### src/rtl/addsub_serial.sv
// Multi-cycle add/subtract unit: one DIGIT-wide adder slice is reused N = WIDTH/DIGIT times
// per operation. It uses a start/busy/done handshake and produces carry, overflow, zero and negative flags.
module addsub_serial #(
  parameter int WIDTH = 8,
  parameter int DIGIT = 2
) (
  input  logic             clk,
  input  logic             rst_n,
  input  logic             start,
  input  logic             abort,
  input  logic             s,
  input  logic [WIDTH-1:0] a,
  input  logic [WIDTH-1:0] b,
  output logic             busy,
  output logic             done,
  output logic [WIDTH-1:0] result,
  output logic             cout,
  output logic             ovf,
  output logic             zero,
  output logic             neg
);

  localparam int N     = WIDTH / DIGIT;
  localparam int CNT_W = (N > 1) ? $clog2(N) : 1;

  typedef enum logic [1:0] {IDLE, RUN, DONE} state_t;

  state_t             state_q, state_d;
  logic [WIDTH-1:0]   a_q, a_d, b_q, b_d, res_q, res_d;
  logic               carry_q, carry_d;
  logic [CNT_W-1:0]   cnt_q, cnt_d;
  logic [WIDTH-1:0]   result_q, result_d;
  logic               cout_q, cout_d, ovf_q, ovf_d, zero_q, zero_d, neg_q, neg_d;

  logic [DIGIT:0]       dsum;
  logic [WIDTH+DIGIT-1:0] res_cat;
  logic [WIDTH-1:0]     res_shift;
  logic                 msb_cin;
  logic                 last_digit;

  assign dsum       = {1'b0, a_q[DIGIT-1:0]} + {1'b0, b_q[DIGIT-1:0]} + {{DIGIT{1'b0}}, carry_q};
  // Carry into a bit position is recovered as a ^ b ^ sum of that bit.
  assign msb_cin    = a_q[DIGIT-1] ^ b_q[DIGIT-1] ^ dsum[DIGIT-1];
  assign res_cat    = {dsum[DIGIT-1:0], res_q};
  assign res_shift  = res_cat[WIDTH+DIGIT-1:DIGIT];
  assign last_digit = (cnt_q == CNT_W'(N - 1));

  always_comb begin
    state_d  = state_q;
    a_d      = a_q;
    b_d      = b_q;
    res_d    = res_q;
    carry_d  = carry_q;
    cnt_d    = cnt_q;
    result_d = result_q;
    cout_d   = cout_q;
    ovf_d    = ovf_q;
    zero_d   = zero_q;
    neg_d    = neg_q;
    case (state_q)
      IDLE: begin
        if (start) begin
          a_d     = a;
          b_d     = b ^ {WIDTH{s}};
          carry_d = s;
          cnt_d   = '0;
          state_d = RUN;
        end
      end
      RUN: begin
        if (abort) begin
          state_d = IDLE;
        end else begin
          a_d     = a_q >> DIGIT;
          b_d     = b_q >> DIGIT;
          res_d   = res_shift;
          carry_d = dsum[DIGIT];
          cnt_d   = cnt_q + CNT_W'(1);
          if (last_digit) begin
            state_d  = DONE;
            result_d = res_shift;
            cout_d   = dsum[DIGIT];
            ovf_d    = msb_cin ^ dsum[DIGIT];
            zero_d   = (res_shift == '0);
            neg_d    = res_shift[WIDTH-1];
          end
        end
      end
      DONE:    state_d = IDLE;
      default: state_d = IDLE;
    endcase
  end

  always_ff @(posedge clk or negedge rst_n) begin
    if (!rst_n) begin
      state_q  <= IDLE;
      a_q      <= '0;
      b_q      <= '0;
      res_q    <= '0;
      carry_q  <= 1'b0;
      cnt_q    <= '0;
      result_q <= '0;
      cout_q   <= 1'b0;
      ovf_q    <= 1'b0;
      zero_q   <= 1'b0;
      neg_q    <= 1'b0;
    end else begin
      state_q  <= state_d;
      a_q      <= a_d;
      b_q      <= b_d;
      res_q    <= res_d;
      carry_q  <= carry_d;
      cnt_q    <= cnt_d;
      result_q <= result_d;
      cout_q   <= cout_d;
      ovf_q    <= ovf_d;
      zero_q   <= zero_d;
      neg_q    <= neg_d;
    end
  end

  assign busy   = (state_q == RUN);
  assign done   = (state_q == DONE);
  assign result = result_q;
  assign cout   = cout_q;
  assign ovf    = ovf_q;
  assign zero   = zero_q;
  assign neg    = neg_q;

endmodule

### config.mk
export PLATFORM = sky130hd
export DESIGN_NAME = addsub_serial
export DESIGN_NICKNAME = d
export VERILOG_FILES = /design/src/rtl/addsub_serial.sv
export SDC_FILE = /design/constraint.sdc
export NUM_CORES = 1
export LEC_CHECK = 0
export BUFFER_PORTS_ARGS = -buffer_cell sky130_fd_sc_hd__buf_4
export CAP_MARGIN = 20
export CORE_MARGIN = 3
export CORE_UTILIZATION = 54
export CTS_BUF_LIST = sky130_fd_sc_hd__clkbuf_16
export DETAILED_ROUTE_END_ITERATION = 12
export HOLD_SLACK_MARGIN = 0.12
export PLACE_DENSITY = 0.89
export SKIP_CTS_REPAIR_TIMING = 1
export SLEW_MARGIN = 20
export SYNTH_ARGS = -nofsm -noshare
export SYNTH_HDL_FRONTEND = slang
export SYNTH_SLANG_ARGS = --single-unit
### constraint.sdc
create_clock -name clk -period 2.1 [get_ports clk]
set_input_delay 0.42 -clock clk [delete_from_list [all_inputs] [get_ports clk]]
set_output_delay 0.42 -clock clk [all_outputs]
set_load 0.02 [all_outputs]
==> impl_metrics.toml, run 1 <==
[final_layout]
fin_area_sq_um = 2362
synthToLayoutAreaGrowth_pct = 25.12
insertedDiodeCount = 0
drive_gt1_share_pct = 39.89
nFillCells = 241
seq_area_sq_um = 950.9
multiInputGateArea_sq_um = 850.8
final_nets = 212

[setup_path]
path_cells = "inv_1 > fa_1 > fa_1 > nor4b_2 > nand2_1 > o21ai_0"
cp_data_arrival_time_ns = 2.16
cp_common_cell = "fa_1"
cp-end-kind = "flip-flop"
slowest_delay_ns = 0.57
critPathMaxFanout = 4
path_class = "reg2reg"
required_ns = 2.30
slowest_stage = "fa_1"
cp-start-kind = "flip-flop"

[global_routing]
grt-ovfl-total = 0
first_global_vias = 1400
busiest_layer = "met2"
grt_start_max_net_pins = 39
grtUsageMet3_pct = 4.274
grtUsageMet2_pct = 35.12
use_met1_pct = 21.85
antenna_found_initial = 0
grt_pass1_wl_mm = 6.265
grt_usage_pct = 19.60

[yosys]
synthTopCellsByArea = "dfrtp_1 (50%), mux2_2 (16%), mux2i_1 (5.3%)"
ys_types = 26
synth_edf_count = 0
synthMostInstantiatedCell = "dfrtp_1"
ys_async_sr_fraction_pct = 100.0
yosysSeqAreaShare_pct = 50.36
yosysTopAreaCellShare_pct = 50.36
yosys-top-cells-count = "dfrtp_1 (38), mux2_2 (26), mux2i_1 (10), o21ai_0 (10), nand2_1 (9)"
synth_area_leader_cell = "dfrtp_1"
syn_area_sq_um = 1888
syn_area_per_cell_sq_um = 12.50
ys_ff_latch = 38
ys.flop_type = "dfrtp_1"
synthCells = 151
syn-num-nets = 176
synth_warnings = 0

[clock_network]
cts.clk_slew.worst_paths_ns = 0.06
cts_tree = "done"
htreeDepth = 2
cts_max_path_buffers = 2
clockRootBuffer = "clkbuf_16"
cts.sinks = 38
cts_inserted_buffers = 5
clock_latency_ns = 0.28

[pwr]
p_per_area_nw_per_um2 = 1480
peakVddDrop_mv = 0.9055
leakagePower_nw = 1.132

[job]
drv_cap = 0

[detailed_routing]
wl_mm = 3.590
drt_iter0_markers = 49
wire_per_inst_um = 15.47
ant_nets = 0
post_drt_via_cell_ratio = 5.388
via_count = 1250
route.detailed.drc = 0
first_pass_iters = 3

[sta]
maxSlewHeadroom_pct = 69.18
finalSetupTns_ns = 0
post-route-min-period_ns = 1.965
worstMarginPinSlew_ns = 0.4623
drv_slew = 0
finClkSkew_ns = 0.004175
period_share_pct = 93.56
setup_viol = 0
setup_slack_ns = 0.1352
max_freq_mhz = 509.0
hold_viol = 0
rsz0062_at_grt = "false"

[floorplanning]
core_sq_um = 3203
rows = 20
die_w_um = 65.13
ios = 35
die_area_sq_um = 4242
die_h_um = 65.13
start_util_pct = 58.95

[placement]
io_buffers = 34
gp_congestion = 0.8188
dp_hpwl_mm = 2.599
post-place-ws_ns = 0.07675
post_dp_cell_area_sq_um = 2162

[min_path]
hold_class = "in2async"

[outcome]
status = "completed"
==> report_power, final <==
group / internal, mW / switching (mW) / total [mW]
registers: 1.04 / 0.206 / 1.24
logic: 0.680 / 0.611 / 1.29
clock network: 0.682 / 0.282 / 0.963
total: 2.40 / 1.10 / 3.50
==> metrics by stage <==
| stage | power, mW | std cells | util, % | hold WS (ns) |
|---|---|---|---|---|
| after global routing | 3.726 | 232 | 73.75 | 0.1266 |
| after detailed placement | 2.529 | 224 | 67.50 | 0.4086 |
| after global placement | 2.429 | 224 | 67.50 | 0.4047 |
| after CTS | 3.514 | 232 | 73.55 | 0.1115 |
| after floorplan | 2.147 | 151 | - | 0.1244 |
| final | 3.496 | 232 | 73.75 | 0.09855 |
==> cells in the final DEF, fill, tap and decap left out <==
master     netlist  layout
nor2b_1          6       6
buf_4            1      38
a21oi_4          1       1
mux2_1           2       2
a21o_1           1       1
o21bai_1         1       1
inv_1            7       7
bufinv_16        0       2
nand2_1          9       9
mux2i_1         10      10
o21ai_0         10      10
a21oi_1          3       3
mux2_2          26      26
nand4bb_1        1       1
xnor2_1          3       3
nand2b_1         2       2
xor2_1           7       7
nor2_1           4       4
dfrtp_1         38      38
nand3b_1         1       1
ha_1             2       2
nor4b_1          2       1
nor3b_4          1       1
clkinv_4         0       1
fa_1             2       2
a22o_1           3       3
clkbuf_16        0       5
nor4b_2          0       1
==> metal layers <==
| metal | vias up | part of all wire, % |
|---|---|---|
| li1 | 583 | - |
| met1 | 621 | 41 |
| met2 | 36 | 53 |
| met3 | 10 | 4.3 |
| met4 | 0 | 2.5 |
| met5 | - | 0 |
==> worst max-delay path: cells and delay by family, from the launching register on <==
kind	cells	cell delay, ns
fa+ha+maj	2	1.03
compound gates	1	0.15
simple gates	2	0.31
buf+inv	1	0.07
flops	1	0.33
==> final timing paths <==
kind	from	end	slack, ns	cells after the start
min in group clk	a[6]	a_q[6]	0.42	3
max in group asynchronous	rst_n	result[6]	1.68	1
hold / removal	rst_n	result[5]	0.1	1
setup reg to reg	a_q[0]	zero	0.14	6
setup / recovery	a_q[0]	zero	0.14	6
hold reg to reg	zero	zero	0.49	2
==> cell families after synthesis <==
family / Yosys count / synth area share (%)
xor+xnor: 10 / 4.639
simple gates: 26 / 8.151
fa+ha+maj: 4 / 3.446
mux: 38 / 22.00
flops: 38 / 50.36
buf+inv: 16 / 4.904
compound gates: 19 / 6.495
==> state kept, by name, summed over array words and instances, names as in the netlist, 2 cells and up <==
| name | cells |
|---|---|
| a_q | 8 |
| b_q | 8 |
| result | 8 |
| res_q | 6 |
| cnt_q | 2 |
| state_q | 2 |
==> layout make-up <==
class,count,area share [%]
sequential,38,40.25
inverter,7,1.112
multi-input combinational,97,36.02
timing repair buffer,38,12.08
clock buffer,5,5.297
clock inverter,3,2.913
tap,44,2.331
(Power assumes the default switching activity.)
==> run 2, diff against run 1 <==
--- a/config.mk
+++ b/config.mk
@@ -7,6 +7,9 @@
 export LEC_CHECK = 0
+export ABC_AREA = 1
 export BUFFER_PORTS_ARGS = -buffer_cell sky130_fd_sc_hd__buf_4
 export CAP_MARGIN = 20
+export CELL_PAD_IN_SITES_DETAIL_PLACEMENT = 1
+export CELL_PAD_IN_SITES_GLOBAL_PLACEMENT = 2
 export CORE_MARGIN = 3
-export CORE_UTILIZATION = 54
+export CORE_UTILIZATION = 32
 export CTS_BUF_LIST = sky130_fd_sc_hd__clkbuf_16
--- a/constraint.sdc
+++ b/constraint.sdc
@@ -3,2 +3,2 @@
 set_output_delay 0.42 -clock clk [all_outputs]
-set_load 0.02 [all_outputs]
+set_load 0.01 [all_outputs]
==> run 2 against run 1 <==
Sequential power is essentially flat. Power is 5.4% lower. Synthesized cell count grew 52%. Cell area decreased by 0.11%. Critical path depth is 3 higher. Fmax grew 1.1%. Die area increased by 63%. Final cell count grew 44%.
==> impl_metrics.toml, run 2 <==
[sta]
drv_slew = 0
maxSlewHeadroom_pct = 67.88
worstMarginPinSlew_ns = 0.4818
max_freq_mhz = 514.6
setup_viol = 0
hold_viol = 0
finalSetupTns_ns = 0
period_share_pct = 92.53
finClkSkew_ns = 0.005352
rsz0062_at_grt = "false"
setup_slack_ns = 0.1569
post-route-min-period_ns = 1.943

[detailed_routing]
wl_met3_um = 195
first_pass_iters = 4
ant_nets = 0
wl_mm = 4.193
via_count = 1532
wire_per_inst_um = 12.52
drt_iter0_markers = 56
route.met2.wl_mm = 2.048
route.detailed.drc = 0
wl_met1_mm = 1.898
top_layer = "met4"
post_drt_via_cell_ratio = 4.573

[final_layout]
final_cell_mix = "nand2_1 (87), dfrtp_1 (38), buf_4 (35), inv_1 (26), nand3_1 (18)"
final_nets = 287
drive_gt1_share_pct = 24.71
synthToLayoutAreaGrowth_pct = 23.75
final_common_cell = "nand2_1"
insertedDiodeCount = 0

[clock_network]
cts_inserted_buffers = 5
cts_max_path_buffers = 2
htreeDepth = 2
clockRootBuffer = "clkbuf_16"
cts.sinks = 38
cts.clk_slew.worst_paths_ns = 0.06
clock_latency_ns = 0.28
cts_tree = "done"

[yosys]
synthMostInstantiatedCell = "nand2_1"
ys.flop_type = "dfrtp_1"
synthCells = 229
ys_async_sr_fraction_pct = 100.0
syn_area_per_cell_sq_um = 8.327
yosysSeqAreaShare_pct = 49.87
syn-num-nets = 254
synth_area_leader_cell = "dfrtp_1"
synth_edf_count = 0
ys_ff_latch = 38
syn_area_sq_um = 1907
yosysTopAreaCellShare_pct = 49.87
yosys-top-cells-count = "nand2_1 (87), dfrtp_1 (38), inv_1 (26), nand3_1 (18), o21ai_0 (13)"
ys_types = 24
synth_warnings = 0
synthTopCellsByArea = "dfrtp_1 (50%), nand2_1 (17%), inv_1 (5.1%)"

[floorplanning]
rows = 27
ios = 35
die_w_um = 83.20
die_area_sq_um = 6921
die_h_um = 83.20
core_sq_um = 5642
start_util_pct = 33.80

[pwr]
p_per_area_nw_per_um2 = 1402
peakVddDrop_mv = 0.5014
leakagePower_nw = 1.282

[setup_path]
setup.worst_path.start = "a_q[0]"
cp_data_arrival_time_ns = 2.16
timing.rr.start = "a_q[0]"
cp-end-kind = "flip-flop"
required_ns = 2.32
critPathMaxFanout = 5
cp-start-kind = "flip-flop"
path_class = "reg2reg"

[placement]
post-place-ws_ns = 0.1625
io_buffers = 34
dp_hpwl_mm = 2.919
gp_congestion = 0.6892

[global_routing]
antenna_found_initial = 0
grt_usage_pct = 13.07
grt_start_max_net_pins = 39
grt_pass1_wl_mm = 7.383
grt-ovfl-total = 0
first_global_vias = 1584

[job]
drv_cap = 0

[min_path]
hold_class = "in2async"

[outcome]
status = "completed"
[run 2: cell count changes in the layout (fill, tap and decap cells not counted), moves of 5 or more]
cell / delta
o21ai_2: +6
nor2b_1: -6
mux2_2: -26
or2_2: +6
xor2_1: -5
inv_1: +19
nand2_1: +78
nand3_1: +18
mux2i_1: -9
[run 2: power by group]
part	internal, mW	switching (mW)
combinational	0.515	0.734
sequential	1.03	0.178
clock	0.556	0.296
total	2.10	1.21
[run 2: worst max-delay path: stages (launching register included)]
cell     delay [ns]
dfrtp_1        0.35
inv_1          0.06
fa_1           0.45
fa_1           0.62
inv_1          0.07
nand2_1        0.08
nand2_1        0.06
nand2_1        0.06
nand3_1        0.07
nand2_1        0.07
[run 2: per-stage QoR]
step	instances	instance area (sq um)	hold WS (ns)	util (%)	power, mW
6_report	335	2360	0.1057	41.83	3.308
5_1_grt	335	2360	0.1530	41.83	3.604
4_1_cts	335	2360	0.1207	41.83	3.372
3_5_place_dp	327	2195	0.4220	38.90	2.485
3_3_place_gp	327	2195	0.4253	38.90	2.432
2_1_floorplan	229	1907	0.1244	-	2.105
[run 2: kinds of logic (layout without fill, tap and decap cells)]
group | Yosys count | after routing | share of synthesized area, %
xor gates and xnor gates | 2 | 2 | 0.9188
buffers and inverters | 38 | 72 | 9.120
muxes | 1 | 1 | 0.5250
adders and majority gates | 4 | 4 | 3.412
AOI/OAI and AO/OA | 23 | 23 | 7.349
and+or+nand+nor | 123 | 123 | 28.81
DFF | 38 | 38 | 49.87
[run 2: metal layers]
metal	global-route usage [%]	vias to the layer above
met4	3.120	0
met2	22.89	31
met1	15.79	730
met5	0	-
met3	3.770	5
li1	-	766
[run 2: cell type report]
| class | count | area (sq um) |
|---|---|---|
| Clock buffer | 5 | 125.1 |
| Clock inverter | 3 | 40.04 |
| Fill cell | 689 | 3282 |
| Inverter | 29 | 108.9 |
| Multi-Input combinational cell | 153 | 782.0 |
| Sequential cell | 38 | 950.9 |
| Tap cell | 72 | 90.09 |
| Timing Repair Buffer | 35 | 262.8 |
[run 2: worst paths after layout]
path / endpoint / slack, ns / cells past startpoint
worst max-delay path: ovf / 0.16 / 9
worst min-delay path: result[1] / 0.11 / 1
worst max register to register: ovf / 0.16 / 9
worst min register to register: a_q[4] / 0.47 / 2
max in group asynchronous: a_q[3] / 1.66 / 1
min in group clk: a_q[7] / 0.41 / 3
